===== src/rtl/decode_operand_stage.sv =====
// decode_operand_stage: RV32I decode + operand fetch stage feeding the 32-bit ALU.
//
// One instruction is accepted per valid/ready handshake, decoded, its
// operands read from an internal 32x32 register file, and the resulting
// A / B / ALUSel bundle is registered for the ALU.  A separate writeback port
// updates the register file every cycle, independent of the handshake.
//
// Optional build macro:
//   DECODE_WB_BYPASS_EN  - when defined, a writeback landing in the accept
//                          cycle to rs1/rs2 is forwarded into the captured
//                          operand (write-first).  When undefined the
//                          pre-write value is captured (read-first) and the
//                          downstream hazard logic is expected to stall.
//   x0 is never bypassed in either build.

module decode_operand_stage #(
    parameter int XLEN  = 32,
    parameter int NREGS = 32
) (
    input  logic            clk,
    input  logic            rst_n,
    // instruction input handshake
    input  logic            in_valid,
    output logic            in_ready,
    input  logic [31:0]     in_instr,
    input  logic [XLEN-1:0] in_pc,
    input  logic            flush,
    // register-file writeback port
    input  logic            wb_en,
    input  logic [4:0]      wb_rd,
    input  logic [XLEN-1:0] wb_data,
    // ALU-facing output handshake
    output logic            out_valid,
    input  logic            out_ready,
    output logic [XLEN-1:0] out_A,
    output logic [XLEN-1:0] out_B,
    output logic [3:0]      out_ALUSel,
    output logic [4:0]      out_rd,
    output logic            out_we,
    output logic            out_illegal
);

    // ALU operation select codes
    localparam logic [3:0] SEL_ADD    = 4'd0;
    localparam logic [3:0] SEL_SUB    = 4'd1;
    localparam logic [3:0] SEL_SLL    = 4'd2;
    localparam logic [3:0] SEL_SLT    = 4'd3;
    localparam logic [3:0] SEL_SLTU   = 4'd4;
    localparam logic [3:0] SEL_XOR    = 4'd5;
    localparam logic [3:0] SEL_SRL    = 4'd6;
    localparam logic [3:0] SEL_SRA    = 4'd7;
    localparam logic [3:0] SEL_OR     = 4'd8;
    localparam logic [3:0] SEL_AND    = 4'd9;
    localparam logic [3:0] SEL_PASS_B = 4'd10;

    // Major opcodes handled by this stage
    localparam logic [6:0] OPC_OP     = 7'b0110011;
    localparam logic [6:0] OPC_OP_IMM = 7'b0010011;
    localparam logic [6:0] OPC_LUI    = 7'b0110111;
    localparam logic [6:0] OPC_AUIPC  = 7'b0010111;

    localparam logic [6:0] F7_BASE = 7'b0000000;
    localparam logic [6:0] F7_ALT  = 7'b0100000;

    // Decoded bundle, also the layout of the output register
    typedef struct packed {
        logic [XLEN-1:0] a;
        logic [XLEN-1:0] b;
        logic [3:0]      sel;
        logic [4:0]      rd;
        logic            we;
        logic            ill;
    } dec_t;

    // Instruction fields
    logic [6:0] opcode;
    logic [4:0] rd;
    logic [2:0] funct3;
    logic [4:0] rs1;
    logic [4:0] rs2;
    logic [6:0] funct7;

    assign opcode = in_instr[6:0];
    assign rd     = in_instr[11:7];
    assign funct3 = in_instr[14:12];
    assign rs1    = in_instr[19:15];
    assign rs2    = in_instr[24:20];
    assign funct7 = in_instr[31:25];

    // Immediates: I-type sign-extended, shift amount, U-type upper
    logic [XLEN-1:0] imm_i;
    logic [XLEN-1:0] imm_sh;
    logic [XLEN-1:0] imm_u;

    assign imm_i  = {{(XLEN-12){in_instr[31]}}, in_instr[31:20]};
    assign imm_sh = {{(XLEN-5){1'b0}}, in_instr[24:20]};
    assign imm_u  = {in_instr[31:12], 12'b0};

    logic [NREGS-1:0][XLEN-1:0] rf;
    logic [XLEN-1:0]            rs1_val;
    logic [XLEN-1:0]            rs2_val;
    logic                       wb_hit;
    dec_t                       dec;
    dec_t                       held;
    logic                       legal;
    logic                       out_vld_q;
    logic                       accept;

    // A real writeback never targets x0; x0 stays zero regardless
    assign wb_hit = wb_en && (wb_rd != 5'd0);

    // Handshake: the single output register can take a new entry when empty
    // or when it is being drained this cycle.  Flush swallows the input.
    assign in_ready = !out_vld_q || out_ready;
    assign accept   = in_valid && in_ready && !flush;

    // Register-file write port; cleared on reset, x0 never written
    always_ff @(posedge clk or negedge rst_n) begin
        if (!rst_n) begin
            rf <= '0;
        end else if (wb_hit) begin
            rf[wb_rd] <= wb_data;
        end
    end

    // Combinational operand read with optional same-cycle writeback forwarding
    always_comb begin
        rs1_val = '0;
        rs2_val = '0;
        if (rs1 != 5'd0) begin
            rs1_val = rf[rs1];
`ifdef DECODE_WB_BYPASS_EN
            if (wb_hit && (wb_rd == rs1)) rs1_val = wb_data;
`endif
        end
        if (rs2 != 5'd0) begin
            rs2_val = rf[rs2];
`ifdef DECODE_WB_BYPASS_EN
            if (wb_hit && (wb_rd == rs2)) rs2_val = wb_data;
`endif
        end
    end

    // Instruction decode: operand selection, ALU op and legality
    always_comb begin
        dec    = '0;
        dec.rd = rd;
        legal  = 1'b1;
        case (opcode)
            OPC_OP: begin
                dec.a = rs1_val;
                dec.b = rs2_val;
                case (funct3)
                    3'b000:  dec.sel = funct7[5] ? SEL_SUB : SEL_ADD;
                    3'b001:  dec.sel = SEL_SLL;
                    3'b010:  dec.sel = SEL_SLT;
                    3'b011:  dec.sel = SEL_SLTU;
                    3'b100:  dec.sel = SEL_XOR;
                    3'b101:  dec.sel = funct7[5] ? SEL_SRA : SEL_SRL;
                    3'b110:  dec.sel = SEL_OR;
                    default: dec.sel = SEL_AND;
                endcase
                // Only SUB and SRA may use the alternate funct7
                if (funct7 == F7_ALT)
                    legal = (funct3 == 3'b000) || (funct3 == 3'b101);
                else
                    legal = (funct7 == F7_BASE);
            end
            OPC_OP_IMM: begin
                dec.a = rs1_val;
                dec.b = imm_i;
                case (funct3)
                    3'b000:  dec.sel = SEL_ADD;
                    3'b001: begin
                        dec.sel = SEL_SLL;
                        dec.b   = imm_sh;
                        legal   = (funct7 == F7_BASE);
                    end
                    3'b010:  dec.sel = SEL_SLT;
                    3'b011:  dec.sel = SEL_SLTU;
                    3'b100:  dec.sel = SEL_XOR;
                    3'b101: begin
                        dec.sel = funct7[5] ? SEL_SRA : SEL_SRL;
                        dec.b   = imm_sh;
                        legal   = (funct7 == F7_BASE) || (funct7 == F7_ALT);
                    end
                    3'b110:  dec.sel = SEL_OR;
                    default: dec.sel = SEL_AND;
                endcase
            end
            OPC_LUI: begin
                dec.a   = '0;
                dec.b   = imm_u;
                dec.sel = SEL_PASS_B;
            end
            OPC_AUIPC: begin
                dec.a   = in_pc;
                dec.b   = imm_u;
                dec.sel = SEL_ADD;
            end
            default: legal = 1'b0;
        endcase
        // Anything undecodable presents a harmless zero ADD with no writeback
        if (!legal) begin
            dec.a   = '0;
            dec.b   = '0;
            dec.sel = SEL_ADD;
        end
        dec.ill = !legal;
        dec.we  = legal && (rd != 5'd0);
    end

    // Output register: flush wins, then accept, then drain
    always_ff @(posedge clk or negedge rst_n) begin
        if (!rst_n) begin
            out_vld_q <= 1'b0;
            held      <= '0;
        end else begin
            if (flush)
                out_vld_q <= 1'b0;
            else if (accept)
                out_vld_q <= 1'b1;
            else if (out_ready)
                out_vld_q <= 1'b0;
            if (accept) held <= dec;
        end
    end

    assign out_valid   = out_vld_q;
    assign out_A       = held.a;
    assign out_B       = held.b;
    assign out_ALUSel  = held.sel;
    assign out_rd      = held.rd;
    assign out_we      = held.we;
    assign out_illegal = held.ill;

endmodule


===== config.mk =====
export PLATFORM = sky130hd
export DESIGN_NAME = decode_operand_stage
export DESIGN_NICKNAME = d
export VERILOG_FILES = /design/src/rtl/decode_operand_stage.sv
export SDC_FILE = /design/constraint.sdc
export NUM_CORES = 2
export LEC_CHECK = 0
export CAP_MARGIN = 5
export CORE_UTILIZATION = 43
export CTS_CLUSTER_SIZE = 20
export DETAILED_ROUTE_END_ITERATION = 8
export DONT_BUFFER_PORTS = 1
export PLACE_DENSITY = 0.54
export SLEW_MARGIN = 5
export SYNTH_ARGS = -nofsm -noshare
export SYNTH_HDL_FRONTEND = slang
export SYNTH_SLANG_ARGS = --single-unit

===== constraint.sdc =====
create_clock -name clk -period 2.19 [get_ports clk]
set_input_delay 0.438 -clock clk [delete_from_list [all_inputs] [get_ports clk]]
set_output_delay 0.438 -clock clk [all_outputs]
set_load 0.02 [all_outputs]

==> flow_metrics.py <==
metrics = {
    "die": {
        "die_w_um": 367,
        "start_util_pct": 43.5,
        "rows": 133,
        "ios": 184,
        "die_area_sq_mm": 0.135,
        "fp.coreArea_sq_mm": 0.132,
        "die_h_um": 367,
    },
    "routing": {
        "wire_per_inst_um": 34.3,
        "ant_nets": 0,
        "drt-initial-drc-count": 3487,
        "first_pass_iters": 8,
        "vias": 37400,
        "routed_wirelength_um": 199000,
        "via_per_inst": 6.44,
        "drc": 0,
    },
    "placed_design": {
        "hpwlAfterDp_um": 119000,
        "io_buffers": 0,
        "dpl-instance-area_sq_mm": 0.0607,
        "routabilityCongestion": 0.822,
    },
    "sta": {
        "fin_setup_tns_ns": 0,
        "tightestPinTransition_ns": 1.30,
        "fin_crit_sh_pct": 97.7,
        "hold_viol": 102,
        "period_minus_slack_ns": 2.14,
        "hold_slack_ns": -0.619,
        "clock_skew_ns": 0.0219,
        "slew_headroom_pct": 13.4,
        "finalMaxSlewViolations": 0,
        "max_freq_mhz": 467,
        "finalSetupViolCount": 0,
    },
    "setup_path": {
        "required_ns": 2.84,
        "critPathCaptureType": "flip-flop",
        "cp_max_fo": 3,
        "critPathLaunchType": "flip-flop",
        "path_class": "flip-flop to flip-flop",
        "cp_data_arrival_time_ns": 2.79,
    },
    "layout": {
        "fillCellCount": 11300,
        "post-route-util_pct": 50.4,
        "final_nets": 4071,
        "area_delta_synth_final_pct": 15.8,
        "seqCellArea_sq_mm": 0.0275,
        "multi_input_area_sq_mm": 0.0281,
        "post_route_cells_drive_above_1_share_pct": 48.5,
        "fin_area_sq_mm": 0.0664,
    },
    "yosys": {
        "yosys_most_used_dff": "dfrtp_1",
        "yosys.area.top_type_share_pct": 48.0,
        "syn-num-nets": 4010,
        "syn_area_sq_mm": 0.0573,
        "yosys_warnings": 0,
        "yosysSeqAreaShare_pct": 48.0,
        "yosys.cell_count.top_type": "dfrtp_1",
        "async_flop_share_pct": 100,
        "synth_edf_count": 0,
        "yosys-top-cells-count": "1100 x dfrtp_1, 997 x mux2_2, 427 x mux4_2, 230 x clkbuf_1, 215 x mux2i_1",
        "synthTopCellsByArea": "dfrtp_1 48%, mux2_2 20%, mux4_2 17%",
        "synthCells": 3903,
        "synth-seq-cells": 1100,
        "syn_area_per_cell_sq_um": 14.7,
        "synth_cell_types": 61,
        "synth_top_area_cell": "dfrtp_1",
    },
    "clock_tree": {
        "path_clk_slew_ns": 0.06,
        "cts_tree": "yes",
        "htree_levels": 4,
        "cts_root_buf": "clkbuf_16",
        "cts_sinks": 1100,
        "worstSkewPairLatency_ns": 0.77,
        "hold_buffers": 102,
        "cts_buffers": 130,
        "cts_buffer_depth": 3,
    },
    "power": {
        "peakVddDrop_mv": 0.692,
        "p_leak_nw": 28.8,
        "cellPowerDensity_mw_per_mm2": 893,
        "power.total_w": 0.0593,
    },
    "global_route": {
        "grt_usage_pct": 29.8,
        "grt_pass1_wl_um": 288000,
        "grt_max_degree": 315,
        "antenna_found_initial": 5,
        "overflow": 0,
        "grt_pass1_vias": 38300,
    },
    "job": {
        "max_cap_viol_count": 0,
    },
    "run_status": {
        "status": "finished with violations",
        "failed_checks": "hold timing",
    },
    "min_path": {
        "hp-class": "input port to asynchronous set/reset pin",
    },
}
[metal layers]
layer	track usage (%)	part of all wire (%)	vias up
met5	0	0.0070	-
met4	11.5	4.0	2
met3	5.38	5.9	308
met2	47.4	48	1315
met1	40.5	43	20600
li1	-	-	15200
[cell type report]
| cell class | instances | area share [%] |
|---|---|---|
| Multi-Input combinational cell | 2374 | 42.4 |
| Sequential cell | 1100 | 41.5 |
| Timing Repair Buffer | 352 | 6.37 |
| Clock buffer | 201 | 5.87 |
| Tap cell | 1755 | 3.31 |
| Clock inverter | 25 | 0.565 |
| Inverter | 6 | 0.0377 |
| Antenna cell | 2 | 0.00754 |
[worst paths after layout]
kind	start	to	slack, ns	depth (start not counted)
worst min-delay path	rst_n	rf[947]	-0.62	0
worst max-delay path	rf[487]	out_B[7]	0.05	6
worst min register to register	rf[20]	rf[20]	0.39	0
worst max register to register	rf[487]	out_B[7]	0.05	6
min in group clk	in_instr[17]	out_A[2]	0.03	3
max in group asynchronous	rst_n	rf[296]	0.23	3
[kinds of logic (layout without fill, tap and decap cells)]
| group | count (synthesis) | after routing | share of synthesized area [%] |
|---|---|---|---|
| other cells | 0 | 2 | 0 |
| simple gates | 312 | 312 | 2.50 |
| mux | 1655 | 1655 | 40.8 |
| buf+inv | 429 | 584 | 3.47 |
| flops | 1100 | 1100 | 48.0 |
| compound gates | 407 | 407 | 5.17 |
[sequential cells by signal, summed over array words and instances (netlist names)]
signal / cells
out_illegal: 1
out_we: 1
out_valid: 1
out_ALUSel: 4
out_rd: 5
out_A: 32
out_B: 32
rf: 1024
[through the flow]
stage,setup slack [ns],cells
6_report,0.0502,5815
5_1_grt,-0.00641,5813
4_1_cts,0.000265,5809
3_5_place_dp,-0.509,5481
3_3_place_gp,-0.617,5481
2_1_floorplan,-0.00171,3903
[worst max-delay path, stage by stage (launching register included)]
cell      delay, ns
dfrtp_1        0.39
mux4_2         0.55
a22o_1         0.24
a221oi_2       0.28
a31oi_1        0.14
buf_4          0.18
a221o_1        0.25
[where the power goes]
group	internal [W]	total [W]	leakage (nW)	switching [W]
registers	0.0240	0.0265	14.2	0.00259
logic	0.00672	0.0107	12.5	0.00401
clock network	0.0132	0.0220	2.09	0.00876
total	0.0439	0.0593	28.8	0.0154
[repair_timing]
action / CTS / global route
endpoints found under the setup margin: 31 / 31
pin swaps: 0 / 2
resized for setup: 6 / 5
endpoints found under the hold margin: 1171 / 102
buffers inserted: 0 / 3
[placed cells by master (no fill, tap or decap), drive strengths merged, types with 8 or more instances in the layout]
cell,instances
a31oi,9
nand3,71
a221oi,22
dlygate4sd3,76
dfrtp,1100
a21oi,65
nor3,10
nand2,148
nor2b,8
nor2,35
mux4,443
buf,276
a221o,12
a22oi,153
a22o,10
bufinv,9
clkbuf,201
a222oi,27
o21ai,65
inv,9
and3,8
clkinv,12
mux2,997
mux2i,215
o211ai,14
No activity file was read; power rests on OpenSTA's default activity.
